[config.mk]
export PLATFORM = sky130hd
export DESIGN_NAME = link_anim_sequencer
export DESIGN_NICKNAME = d
export VERILOG_FILES = /design/src/rtl/anim_pkg.sv /design/src/rtl/anim_hold_counter.sv /design/src/rtl/link_anim_sequencer.sv
export SDC_FILE = /design/constraint.sdc
export NUM_CORES = 1
export LEC_CHECK = 0
export ABC_AREA = 0
export CAP_MARGIN = 20
export CELL_PAD_IN_SITES_DETAIL_PLACEMENT = 1
export CELL_PAD_IN_SITES_GLOBAL_PLACEMENT = 1
export CORE_MARGIN = 1.5
export CORE_UTILIZATION = 31
export CTS_CLUSTER_SIZE = 12
export DETAILED_ROUTE_END_ITERATION = 12
export PLACE_DENSITY_LB_ADDON = 0.1
export SYNTH_ARGS = -nofsm -noshare
export SYNTH_HDL_FRONTEND = slang
export SYNTH_SLANG_ARGS = --single-unit
[constraint.sdc]
create_clock -name Clk -period 2 [get_ports Clk]
set_input_delay 0.4 -clock Clk [delete_from_list [all_inputs] [get_ports Clk]]
set_output_delay 0.4 -clock Clk [all_outputs]
set_load 0.01 [all_outputs]
[src/rtl/anim_pkg.sv]
// rtl/anim_pkg.sv - shared types for the player sprite animation sequencer
// Also used by the color-mapper palette mux to decode sprite_sel.
package anim_pkg;

   typedef enum logic [1:0] {
      DIR_UP    = 2'd0,
      DIR_DOWN  = 2'd1,
      DIR_LEFT  = 2'd2,
      DIR_RIGHT = 2'd3
   } dir_t;

   typedef enum logic [1:0] {
      ST_IDLE,
      ST_WALK,
      ST_ATTACK,
      ST_COOLDOWN
   } anim_state_t;

   typedef struct packed {
      logic       attack;
      dir_t       dir;
      logic [1:0] frame;
   } sprite_sel_t;

   localparam sprite_sel_t SPRITE_SEL_RESET = '{attack: 1'b0, dir: DIR_DOWN, frame: 2'd0};

   localparam logic [1:0] ATK_LAST_FRAME = 2'd3;

   // Shared width for the hold and cooldown counters; never narrower than 1 bit.
   function automatic int cnt_width(input int walk_hold, input int atk_hold, input int atk_cool);
      int m;
      m = 2;
      if (walk_hold > m) m = walk_hold;
      if (atk_hold > m)  m = atk_hold;
      if (atk_cool > m)  m = atk_cool;
      return $clog2(m);
   endfunction

endpackage

[src/rtl/anim_hold_counter.sv]
// rtl/anim_hold_counter.sv - frame-tick counter with clear, enable and terminal-count flag
// The owner decides when to clear; the counter itself never wraps.
module anim_hold_counter #(
   parameter int W = 3
) (
   input  logic         clk_i,
   input  logic         rst_ni,
   input  logic         clr_i,
   input  logic         en_i,
   input  logic [W-1:0] term_i,
   output logic         tc_o
);

   logic [W-1:0] count_q, count_d;

   always_comb begin
      count_d = count_q;
      if (clr_i) begin
         count_d = '0;
      end else if (en_i) begin
         count_d = count_q + W'(1);
      end
   end

   always_ff @(posedge clk_i or negedge rst_ni) begin
      if (!rst_ni) begin
         count_q <= '0;
      end else begin
         count_q <= count_d;
      end
   end

   assign tc_o = (count_q == term_i);

endmodule

[src/rtl/link_anim_sequencer.sv]
// rtl/link_anim_sequencer.sv - walk / sword-swing animation FSM for the player sprite
// Advances only on frame ticks; every output is registered from next-state values.
module link_anim_sequencer
   import anim_pkg::*;
#(
   parameter int WALK_HOLD    = 8,
   parameter int ATK_HOLD     = 4,
   parameter int ATK_COOLDOWN = 6
) (
   input  logic       Clk,
   input  logic       Reset_n,
   input  logic       frame_tick,
   input  logic [1:0] dir_in,
   input  logic       move,
   input  logic       attack_req,
   output logic [4:0] sprite_sel,
   output logic       attack_active,
   output logic       attack_done,
   output logic       busy
);

   localparam int CW = cnt_width(WALK_HOLD, ATK_HOLD, ATK_COOLDOWN);
   localparam logic [CW-1:0] WALK_TERM = CW'(WALK_HOLD - 1);
   localparam logic [CW-1:0] ATK_TERM  = CW'(ATK_HOLD - 1);
   localparam logic [CW-1:0] COOL_TERM = CW'((ATK_COOLDOWN > 0) ? ATK_COOLDOWN - 1 : 0);

   anim_state_t state_q, state_d;
   dir_t        dir_q, dir_d;
   logic [1:0]  frame_q, frame_d;
   sprite_sel_t sel_q;
   logic        active_q, done_q, done_d, busy_q;

   logic          hold_clr, hold_en, hold_tc;
   logic          cool_clr, cool_en, cool_tc;
   logic [CW-1:0] hold_term;

   // One hold counter serves both walk and swing; only its terminal value changes.
   assign hold_term = (state_q == ST_ATTACK) ? ATK_TERM : WALK_TERM;

   anim_hold_counter #(.W(CW)) u_hold (
      .clk_i  (Clk),
      .rst_ni (Reset_n),
      .clr_i  (hold_clr),
      .en_i   (hold_en),
      .term_i (hold_term),
      .tc_o   (hold_tc)
   );

   anim_hold_counter #(.W(CW)) u_cool (
      .clk_i  (Clk),
      .rst_ni (Reset_n),
      .clr_i  (cool_clr),
      .en_i   (cool_en),
      .term_i (COOL_TERM),
      .tc_o   (cool_tc)
   );

   always_comb begin
      state_d  = state_q;
      dir_d    = dir_q;
      frame_d  = frame_q;
      done_d   = 1'b0;
      hold_clr = 1'b0;
      hold_en  = 1'b0;
      cool_clr = 1'b0;
      cool_en  = 1'b0;

      if (state_q != ST_ATTACK && move) begin
         dir_d = dir_t'(dir_in);
      end

      case (state_q)
         ST_IDLE: begin
            frame_d = 2'd0;
            if (attack_req) begin
               state_d  = ST_ATTACK;
               hold_clr = 1'b1;
            end else if (move) begin
               state_d  = ST_WALK;
               hold_clr = 1'b1;
            end
         end

         ST_WALK: begin
            // A request beats both a coincident tick and a released key.
            if (attack_req) begin
               state_d  = ST_ATTACK;
               frame_d  = 2'd0;
               hold_clr = 1'b1;
            end else if (!move) begin
               state_d = ST_IDLE;
               frame_d = 2'd0;
            end else if (frame_tick) begin
               if (hold_tc) begin
                  hold_clr = 1'b1;
                  frame_d  = {1'b0, ~frame_q[0]};
               end else begin
                  hold_en = 1'b1;
               end
            end
         end

         ST_ATTACK: begin
            if (frame_tick) begin
               if (hold_tc) begin
                  hold_clr = 1'b1;
                  if (frame_q == ATK_LAST_FRAME) begin
                     done_d  = 1'b1;
                     frame_d = 2'd0;
                     if (ATK_COOLDOWN > 0) begin
                        state_d  = ST_COOLDOWN;
                        cool_clr = 1'b1;
                     end else begin
                        state_d = move ? ST_WALK : ST_IDLE;
                     end
                  end else begin
                     frame_d = frame_q + 2'd1;
                  end
               end else begin
                  hold_en = 1'b1;
               end
            end
         end

         ST_COOLDOWN: begin
            frame_d = 2'd0;
            if (frame_tick) begin
               if (cool_tc) begin
                  state_d  = move ? ST_WALK : ST_IDLE;
                  cool_clr = 1'b1;
                  hold_clr = 1'b1;
               end else begin
                  cool_en = 1'b1;
               end
            end
         end

         default: begin
            state_d = ST_IDLE;
            frame_d = 2'd0;
         end
      endcase
   end

   always_ff @(posedge Clk or negedge Reset_n) begin
      if (!Reset_n) begin
         state_q  <= ST_IDLE;
         dir_q    <= DIR_DOWN;
         frame_q  <= 2'd0;
         sel_q    <= SPRITE_SEL_RESET;
         active_q <= 1'b0;
         done_q   <= 1'b0;
         busy_q   <= 1'b0;
      end else begin
         state_q  <= state_d;
         dir_q    <= dir_d;
         frame_q  <= frame_d;
         sel_q    <= '{attack: (state_d == ST_ATTACK), dir: dir_d, frame: frame_d};
         active_q <= (state_d == ST_ATTACK);
         done_q   <= done_d;
         busy_q   <= (state_d == ST_ATTACK) || (state_d == ST_COOLDOWN);
      end
   end

   assign sprite_sel    = sel_q;
   assign attack_active = active_q;
   assign attack_done   = done_q;
   assign busy          = busy_q;

endmodule

==> metrics.yaml <==
critical_path:
  worst_r2r_startpoint: "state_q[0]$_DFF_PN0_"
  reg2reg_to: "sprite_sel[0]$_DFFE_PN0P_"
  worstRegToRegCells: 7
  cp_max_fo: 6
  regToRegSetupSlack_ns: 0.20
  cp.arrival_ns: 1.99
  required_time_reported_for_the_critical_path_endpoint_ns: 2.19
  critPathKind: "reg -> reg"
  timing.critical_path.to_type: "flip-flop"
  startpoint_type: "flip-flop"
layout:
  fin_cells: 143
  utilization_pct: 40.8
  syn2layout_area_growth_pct: 22.7
  fill_cells: 331
  nets: 128
  post_route_cells_drive_above_1_share_pct: 14.3
  final-seq-area_sq_um: 377
  multiInputGateArea_sq_um: 505
  n_antenna_cell: 0
synthesis:
  ff_latch_count_synth: 15
  synth_simple_gate_area_share_pct: 17.9
  post-synth-top-count-cell: "sky130_fd_sc_hd__dfrtp_1"
  yosysTopAreaCellShare_pct: 37.6
  synthArstFlopShare_pct: 100
  synth_ff_type: "sky130_fd_sc_hd__dfrtp_1"
  post_synth.cell_area_avg_sq_um: 10.0
  synth.area.mux_share_pct: 2.42
  ys.warnings.count: 0
  ys_types: 40
  synth_cell_count_leaders: "14 x sky130_fd_sc_hd__dfrtp_1, 8 x sky130_fd_sc_hd__ha_1, 7 x sky130_fd_sc_hd__a21oi_1"
  synth_top_cell_by_area: "sky130_fd_sc_hd__dfrtp_1"
  synth_compound_area_share_pct: 22.3
  synth_xor_xnor_area_share_pct: 0.940
  synth.area.top_cells: "sky130_fd_sc_hd__dfrtp_1 38%, sky130_fd_sc_hd__ha_1 11%, sky130_fd_sc_hd__a21oi_1 3.8%"
  synth_fa_ha_area_share_pct: 10.7
  syn_inst: 93
  synth_fp_nets: 108
  synth_seq_area_share_pct: 40.4
  synth.cell_area_sq_um: 932
  synth_enable_flop_cells: 0
  synth_top_family_by_area: "compound AO/OA/AOI/OAI gates"
cts:
  cts.repair.resized: 0
  clk_pin_slew_ns: 0.09
  post_cts.repair.setup_buffers: 0
  tritoncts.num_buffers: 3
  worstSkewPairLatency_ns: 0.28
  cts.htree.levels: 1
  ctsHoldBuffers: 0
  clk_root_buffer_cell: "sky130_fd_sc_hd__clkbuf_4"
  tritoncts: "built"
  buffers_from_clock_root_to_sink_at_most: 2
  clock_sinks: 15
timing:
  final.hold.worst_slack_ns: 0.417
  final.setup.tns_ns: 0
  final-max-slew-violation-count: 0
  highest_clock_rate_ghz: 0.555
  maxSlewHeadroom_pct: 73.7
  min_period_over_period_pct: 90.1
  grt_setup_unrepaired: "no"
  setup_viols_final: 0
  worst_slew_pin_slew_ns: 0.391
  fin_crit_ns: 1.80
  finalClockSkew_ns: 0.00627
  final_hold_violation_count: 0
route:
  drtIter0Drc: 22
  drt-total-wl_microns: 2100
  dr.pass1.iters: 10
  avgViaCountPerCell: 5.48
  detail_route.drc_violations: 1
  dr_total_vias: 783
  post_drt_wl_per_cell_microns: 14.7
  ant_nets: 0
placed_design:
  place.detailed.instances: 139
  post-dp-hpwl_microns: 1680
  routabilityCongestion: 0.755
  total_of_buffers_placed_on_input_and_output_ports: 14
die:
  ioPinCount: 15
  core.rowCount: 19
  floorplan.die.width_microns: 57.8
  design.die.area_sq_um: 3340
  die_h_microns: 57.8
  floorplan.initialDensity_pct: 33.2
  core-area_sq_um: 2810
global_route:
  grtUsageMet3_pct: 4.24
  grt_antenna_before_repair: 0
  globalRoute.busiestLayer: "met2"
  grt_overflow: 0
  grt_usage_pct: 14.6
  grt_max_degree: 16
  grtUsageMet1_pct: 17.7
  use_met2_pct: 25.3
  first_global_vias: 832
  grt_pass1_wl_microns: 3750
status:
  run_status: "finished with violations"
  violations: "DRC"
pwr:
  power_per_cell_area_nw_per_um2: 1250
  p_leak_nw: 0.497
  peakVddDrop_uv: 555
job:
  drv_cap: 0
hold_path:
  hp-class: "in -> async"
-- how the worst max path moves through the flow --
stage / start / to / slack, ns
after detailed placement: frame_tick / sprite_sel[0]$_DFFE_PN0P_ / 0.1
after global placement: frame_tick / attack_active$_DFF_PN0_ / 0.12
after floorplan: state_q[1]$_DFF_PN0_ / attack_active$_DFF_PN0_ / 0.40
after CTS: state_q[0]$_DFF_PN0_ / sprite_sel[0]$_DFFE_PN0P_ / 0.17
after global routing: state_q[0]$_DFF_PN0_ / sprite_sel[0]$_DFFE_PN0P_ / 0.04
final: state_q[0]$_DFF_PN0_ / sprite_sel[0]$_DFFE_PN0P_ / 0.20
-- routing by layer --
| layer | vias up | share of wire, % | routed length [microns] |
|---|---|---|---|
| met2 | 14 | 48 | 1020 |
| met3 | 2 | 3.7 | 78 |
| met1 | 389 | 47 | 988 |
| met4 | 0 | 0.86 | 18 |
| li1 | 378 | - | - |
| met5 | - | 0 | 0 |
-- area by class of cell --
cell class | count | share of cell area (%)
Multi-Input combinational cell | 69 | 44.2
Sequential cell | 15 | 32.9
Timing Repair Buffer | 19 | 15.5
Tap cell | 31 | 3.39
Clock buffer | 4 | 2.30
Inverter | 5 | 1.64
-- stage by stage --
stage | total power [mW] | instance area [sq um] | setup slack, ns
finish | 1.43 | 1140 | 0.198
global route | 1.57 | 1140 | 0.0416
CTS | 1.45 | 1140 | 0.171
detailed placement | 1.27 | 1120 | 0.0951
global placement | 1.25 | 1120 | 0.121
floorplan | 0.999 | 932 | 0.396
-- sequential cells by signal (all words and copies together), names as in the netlist --
register        count
attack_active       1
attack_done         1
busy                1
sprite_sel          4
state_q             2
u_cool.count_q      3
u_hold.count_q      3
-- report_power, final --
group / internal (mW) / total (mW) / switching (mW)
Clock: 0.0775 / 0.176 / 0.0984
Combinational: 0.371 / 0.771 / 0.400
Sequential: 0.409 / 0.486 / 0.0763
Total: 0.858 / 1.43 / 0.575
-- cell families after synthesis --
| family | count (synthesis) |
|---|---|
| adder cells (fa/ha/maj) | 8 |
| AND/OR/NAND/NOR | 29 |
| multiplexers | 2 |
| flip-flops | 15 |
| buffers and inverters | 9 |
| XOR/XNOR | 1 |
| AO/OA/AOI/OAI | 29 |
-- layout by cell type (no fill, tap or decap), types with 2 or more instances in the layout --
master and count:
sky130_fd_sc_hd__buf_4 5, sky130_fd_sc_hd__a31oi_1 3, sky130_fd_sc_hd__dfrtp_1 14, sky130_fd_sc_hd__clkdlybuf4s50_1 14, sky130_fd_sc_hd__nand3b_1 2, sky130_fd_sc_hd__and2_1 2, sky130_fd_sc_hd__clkbuf_4 3, sky130_fd_sc_hd__nand2_1 5
sky130_fd_sc_hd__a211oi_1 3, sky130_fd_sc_hd__nor2_1 6, sky130_fd_sc_hd__a21oi_1 7, sky130_fd_sc_hd__ha_1 8, sky130_fd_sc_hd__nand3_1 4, sky130_fd_sc_hd__nor2b_1 2, sky130_fd_sc_hd__inv_1 4, sky130_fd_sc_hd__o21ai_0 5
sky130_fd_sc_hd__mux2_2 2
-- worst max-delay path: stages (launching register included) --
cell                       delay, ns
sky130_fd_sc_hd__dfrtp_1        0.44
sky130_fd_sc_hd__inv_1          0.10
sky130_fd_sc_hd__ha_1           0.28
sky130_fd_sc_hd__buf_4          0.18
sky130_fd_sc_hd__xor2_1         0.17
sky130_fd_sc_hd__and2_1         0.20
sky130_fd_sc_hd__a21oi_1        0.08
sky130_fd_sc_hd__a211oi_1       0.26
Power figures use the tool's default switching activity.
